File: src/rtl/mux_sweep_ctrl.sv
// Exhaustive select-sweep sequencer: steps sel through every code, captures the
// function output into a truth table and scores it against a latched expected table.
module mux_sweep_ctrl #(
    parameter int unsigned SEL_W  = 3,
    parameter int unsigned SETTLE = 2
) (
    input  logic                 clk,
    input  logic                 rst_n,
    input  logic                 i_start,
    input  logic [2**SEL_W-1:0]  i_expected,
    input  logic                 i_y_in,
    output logic [SEL_W-1:0]     o_sel,
    output logic                 o_busy,
    output logic                 o_done,
    output logic [2**SEL_W-1:0]  o_table,
    output logic                 o_match,
    output logic [SEL_W:0]       o_err_cnt,
    output logic [SEL_W-1:0]     o_err_idx
);
    localparam int unsigned N     = 2**SEL_W;
    localparam int unsigned CNT_W = (SETTLE > 1) ? $clog2(SETTLE) : 1;
    localparam logic [CNT_W-1:0] CNT_RELOAD = CNT_W'(SETTLE - 1);
    localparam logic [SEL_W-1:0] SEL_LAST   = '1;

    typedef enum logic [1:0] {
        ST_IDLE,
        ST_WAIT,
        ST_SAMPLE,
        ST_DONE
    } state_t;

    state_t              r_state;
    state_t              w_state_nxt;
    logic [N-1:0]        r_exp;
    logic [CNT_W-1:0]    r_cnt;
    logic [SEL_W-1:0]    r_sel;
    logic                r_busy;
    logic                r_done;
    logic [N-1:0]        r_table;
    logic                r_match;
    logic [SEL_W:0]      r_err_cnt;
    logic [SEL_W-1:0]    r_err_idx;
    logic                w_mismatch;
    logic [SEL_W:0]      w_err_cnt_nxt;

    assign w_mismatch    = (i_y_in != r_exp[r_sel]);
    assign w_err_cnt_nxt = r_err_cnt + {{SEL_W{1'b0}}, w_mismatch};

    always_comb begin
        w_state_nxt = r_state;
        unique case (r_state)
            ST_IDLE:   if (i_start) w_state_nxt = ST_WAIT;
            ST_WAIT:   if (r_cnt == '0) w_state_nxt = ST_SAMPLE;
            ST_SAMPLE: w_state_nxt = (r_sel == SEL_LAST) ? ST_DONE : ST_WAIT;
            ST_DONE:   w_state_nxt = ST_IDLE;
            default:   w_state_nxt = ST_IDLE;
        endcase
    end

    always_ff @(posedge clk or negedge rst_n) begin
        if (!rst_n) begin
            r_state   <= ST_IDLE;
            r_exp     <= '0;
            r_cnt     <= '0;
            r_sel     <= '0;
            r_busy    <= 1'b0;
            r_done    <= 1'b0;
            r_table   <= '0;
            r_match   <= 1'b0;
            r_err_cnt <= '0;
            r_err_idx <= '0;
        end else begin
            r_state <= w_state_nxt;
            r_done  <= 1'b0;
            unique case (r_state)
                ST_IDLE: begin
                    if (i_start) begin
                        r_exp     <= i_expected;
                        r_sel     <= '0;
                        r_cnt     <= CNT_RELOAD;
                        r_busy    <= 1'b1;
                        r_table   <= '0;
                        r_match   <= 1'b0;
                        r_err_cnt <= '0;
                        r_err_idx <= '0;
                    end
                end
                ST_WAIT: begin
                    if (r_cnt != '0) r_cnt <= r_cnt - 1'b1;
                end
                ST_SAMPLE: begin
                    r_table[r_sel] <= i_y_in;
                    if (w_mismatch) begin
                        r_err_cnt <= w_err_cnt_nxt;
                        // err_cnt still zero means this is the first failing index
                        if (r_err_cnt == '0) r_err_idx <= r_sel;
                    end
                    if (r_sel == SEL_LAST) begin
                        r_done  <= 1'b1;
                        r_match <= (w_err_cnt_nxt == '0);
                    end else begin
                        r_sel <= r_sel + 1'b1;
                        r_cnt <= CNT_RELOAD;
                    end
                end
                ST_DONE: begin
                    r_busy <= 1'b0;
                    r_sel  <= '0;
                end
                default: ;
            endcase
        end
    end

    assign o_sel     = r_sel;
    assign o_busy    = r_busy;
    assign o_done    = r_done;
    assign o_table   = r_table;
    assign o_match   = r_match;
    assign o_err_cnt = r_err_cnt;
    assign o_err_idx = r_err_idx;
endmodule

File: config.mk
export PLATFORM = sky130hd
export DESIGN_NAME = mux_sweep_ctrl
export DESIGN_NICKNAME = d
export VERILOG_FILES = /design/src/rtl/mux_sweep_ctrl.sv
export SDC_FILE = /design/constraint.sdc
export NUM_CORES = 1
export LEC_CHECK = 0
export ABC_CLOCK_PERIOD_IN_PS = 6800
export CORE_ASPECT_RATIO = 1.5
export CORE_MARGIN = 5
export CORE_UTILIZATION = 45
export DETAILED_ROUTE_END_ITERATION = 12
export GPL_TIMING_DRIVEN = 0
export PLACE_DENSITY = 0.83
export SETUP_SLACK_MARGIN = 0.1
export SLEW_MARGIN = 10
export SYNTH_ARGS = -nofsm -noshare
export SYNTH_HDL_FRONTEND = slang
export SYNTH_SLANG_ARGS = --single-unit
File: constraint.sdc
create_clock -name clk -period 6.8 [get_ports clk]
set_input_delay 1.02 -clock clk [delete_from_list [all_inputs] [get_ports clk]]
set_output_delay 1.02 -clock clk [all_outputs]
set_load 0.005 [all_outputs]
==> impl_metrics.env <==
export IMPL_slew_headroom=0.527
export IMPL_start_kind="input pin"
export IMPL_vias_per_cell=5.58
export IMPL_grt_pass1_vias=1298
export IMPL_clock_path_buffers=2
export IMPL_p_leak_nw=0.867
export IMPL_fin_total_pwr_mw=0.747
export IMPL_dr_pass1_iters=4
export IMPL_stdcell_count=219
export IMPL_cts_made_buffers=5
export IMPL_diodes=0
export IMPL_yosys_area_top_type="dfrtp_1"
export IMPL_vias=1222
export IMPL_ys_async_sr_fraction=1.00
export IMPL_r2r_end="o_match$_DFFE_PN0P_"
export IMPL_critPathTopFamily="buffers and inverters"
export IMPL_ctsHoldBuffers=0
export IMPL_critPathBufInv=3
export IMPL_drv_slew=0
export IMPL_worstMarginPinSlew_ns=0.709
export IMPL_synth_main_ff_cell="dfrtp_1"
export IMPL_post_place_ws_ns=3.90
export IMPL_pwr_density_cell_nw_per_um2=373
export IMPL_worstSkewPairLatency_ns=0.28
export IMPL_place_gp_congestion=0.776
export IMPL_cts_tree="built"
export IMPL_yosysMostFrequentCell="dfrtp_1"
export IMPL_floorplan_rows=26
export IMPL_cp_num_cells=6
export IMPL_antenna_found_initial=0
export IMPL_die_y_um=81.7
export IMPL_cts_num_sinks=32
export IMPL_final_util=0.597
export IMPL_cp_max_fo=10
export IMPL_area_growth_pct=29.7
export IMPL_p_int_mw=0.475
export IMPL_cpMostUsedCell="clkbuf_1"
export IMPL_slowest_stage="clkbuf_1"
export IMPL_rsz0062_at_grt="no"
export IMPL_port_buffers=32
export IMPL_die_w_um=57.8
export IMPL_dp_hpwl_mm=2.62
export IMPL_worst_setup_path_type="input pin to flop"
export IMPL_wl_per_cell_um=15.5
export IMPL_hp_class="flop to flop"
export IMPL_syn_cell_area_um2=1540
export IMPL_ys_seq_area_frac=0.519
export IMPL_grt_pass1_wl_mm=5.84
export IMPL_max_freq_mhz=382
export IMPL_synth_avg_cell_area_um2=11.3
export IMPL_synth_cell_types=39
export IMPL_min_delay_start="r_exp[4]$_DFFE_PN0P_"
export IMPL_finalSetupViolCount=0
export IMPL_endpoint_kind="flop"
export IMPL_ys_ff_latch=32
export IMPL_track_usage=0.162
export IMPL_p_clk_frac=0.199
export IMPL_synth_top_area_frac=0.519
export IMPL_start_util=0.460
export IMPL_setup_slack_ns=4.19
export IMPL_core_area_um2=3350
export IMPL_die_area_um2=4720
export IMPL_dr_first_iter_drc_count=40
export IMPL_crit_chain="clkdlybuf4s50_1, nand2_1, clkbuf_1, clkbuf_1, o311ai_1, o41ai_1"
export IMPL_reg2reg_depth=9
export IMPL_p_comb_frac=0.419
export IMPL_grt_start_max_net_pins=33
export IMPL_switchingPower_mw=0.271
export IMPL_max_cap_violations=0
export IMPL_drc=0
export IMPL_min_to="r_exp[4]$_DFFE_PN0P_"
export IMPL_yosysWarnings=0
export IMPL_r2r_slack_ns=4.28
export IMPL_synth_edf_count=0
export IMPL_critical_path_max_stage_delay_ns=0.46
export IMPL_reg2reg_from="o_sel[0]$_DFFE_PN0P_"
export IMPL_place_inst=211
export IMPL_hold_path_depth=1
export IMPL_seq_power_share=0.382
export IMPL_yosys_top_cells_area="dfrtp_1 (52%), mux2_1 (5.8%), ha_1 (3.2%)"
export IMPL_wl_mm=3.40
export IMPL_sw_frac_of_total=0.363
export IMPL_gr_total_overflow=0
export IMPL_synthTopCellsByCount="dfrtp_1 (32), nand2_1 (11), clkbuf_1 (8), mux2_1 (8), o21ai_1 (8)"
export IMPL_detail_route_antenna_nets=0
export IMPL_drive_gt1_frac=0.0734
export IMPL_setup_tns_ns=0
export IMPL_hold_viol=0
export IMPL_cp_arrival_ns=2.78
export IMPL_fin_nets=192
export IMPL_required_ns=6.96
export IMPL_post_cts_buffers=0
export IMPL_cts_root_buf="clkbuf_8"
export IMPL_status="completed"
export IMPL_syn_instance_count=137
export IMPL_period_share=0.385
export IMPL_io_pins=33
export IMPL_syn_nets=153
export IMPL_finalClockSkew_ns=0.00527
export IMPL_cts_resized=0
export IMPL_ir_drop_uv=195
export IMPL_min_period_ns=2.61
export IMPL_htree_levels=2
export IMPL_clk_pin_slew_ns=0.06
sequential cells by signal, summed over array words and instances (netlist names):
signal / count
r_cnt: 1
o_match: 1
o_err_idx: 3
o_table: 8
o_err_cnt: 4
r_exp: 8
o_busy: 1
r_state: 2
o_done: 1
o_sel: 3
area by class of cell:
type,instances,area [µm²]
Sequential cell,32,801
Clock buffer,8,90.1
Fill cell,281,1350
Tap cell,42,52.6
Buffer,9,33.8
Inverter,5,18.8
Multi-Input combinational cell,91,688
Timing Repair Buffer,32,315
power by group through the flow:
stage / logic, mW / clock network [mW] / registers, mW
2_1_floorplan: 0.215 / 0 / 0.279
3_3_place_gp: 0.297 / 0 / 0.285
3_5_place_dp: 0.315 / 0 / 0.289
4_1_cts: 0.316 / 0.151 / 0.286
5_1_grt: 0.351 / 0.158 / 0.294
6_report: 0.313 / 0.148 / 0.285
routing by layer:
metal	up-vias	track usage	share of wire	routed length, µm
met2	36	0.308	0.56	1910
met3	9	0.0440	0.051	174
met1	598	0.162	0.36	1230
li1	579	-	-	-
met4	0	0.0696	0.025	84
met5	-	0	0	0
cell families after synthesis:
group,count (synthesis),synth area share
AND/OR/NAND/NOR,39,0.127
flip-flops,32,0.519
AO/OA/AOI/OAI,31,0.147
buffers and inverters,14,0.0341
multiplexers,13,0.112
XOR/XNOR,4,0.0276
adder cells (fa/ha/maj),4,0.0325
worst max path at each step:
| stage | startpoint | endpoint | slack [ns] |
|---|---|---|---|
| final | i_start | o_table[2]$_DFFE_PN0P_ | 4.19 |
| after global routing | i_start | o_table[4]$_DFFE_PN0P_ | 4.04 |
| after CTS | i_start | o_table[2]$_DFFE_PN0P_ | 4.19 |
| after detailed placement | i_start | o_table[4]$_DFFE_PN0P_ | 3.90 |
| after global placement | i_start | o_table[2]$_DFFE_PN0P_ | 3.98 |
| after floorplan | o_sel[0]$_DFFE_PN0P_ | o_match$_DFFE_PN0P_ | 4.52 |
cell usage in the layout (no fill, tap or decap), types with 2 or more instances in the layout:
master and n:
a22o_1 5, clkbuf_1 10, clkbuf_8 6, clkdlybuf4s50_1 31, dfrtp_1 32, ha_1 4, inv_1 4, mux2_1 8
mux2i_1 2, nand2_1 11, nand2b_1 4, nand3_1 7, nor2_1 7, nor2b_1 2, o211ai_1 3, o21ai_1 8
o311ai_1 3, o31ai_1 2, o41ai_1 3, xor2_1 3
metrics by stage:
| step | hold slack, ns | area [µm²] |
|---|---|---|
| 2_1_floorplan | 0.456 | 1540 |
| 3_3_place_gp | 0.467 | 1910 |
| 3_5_place_dp | 0.473 | 1910 |
| 4_1_cts | 0.488 | 2000 |
| 5_1_grt | 0.506 | 2000 |
| 6_report | 0.482 | 2000 |
(Power assumes the default switching activity.)
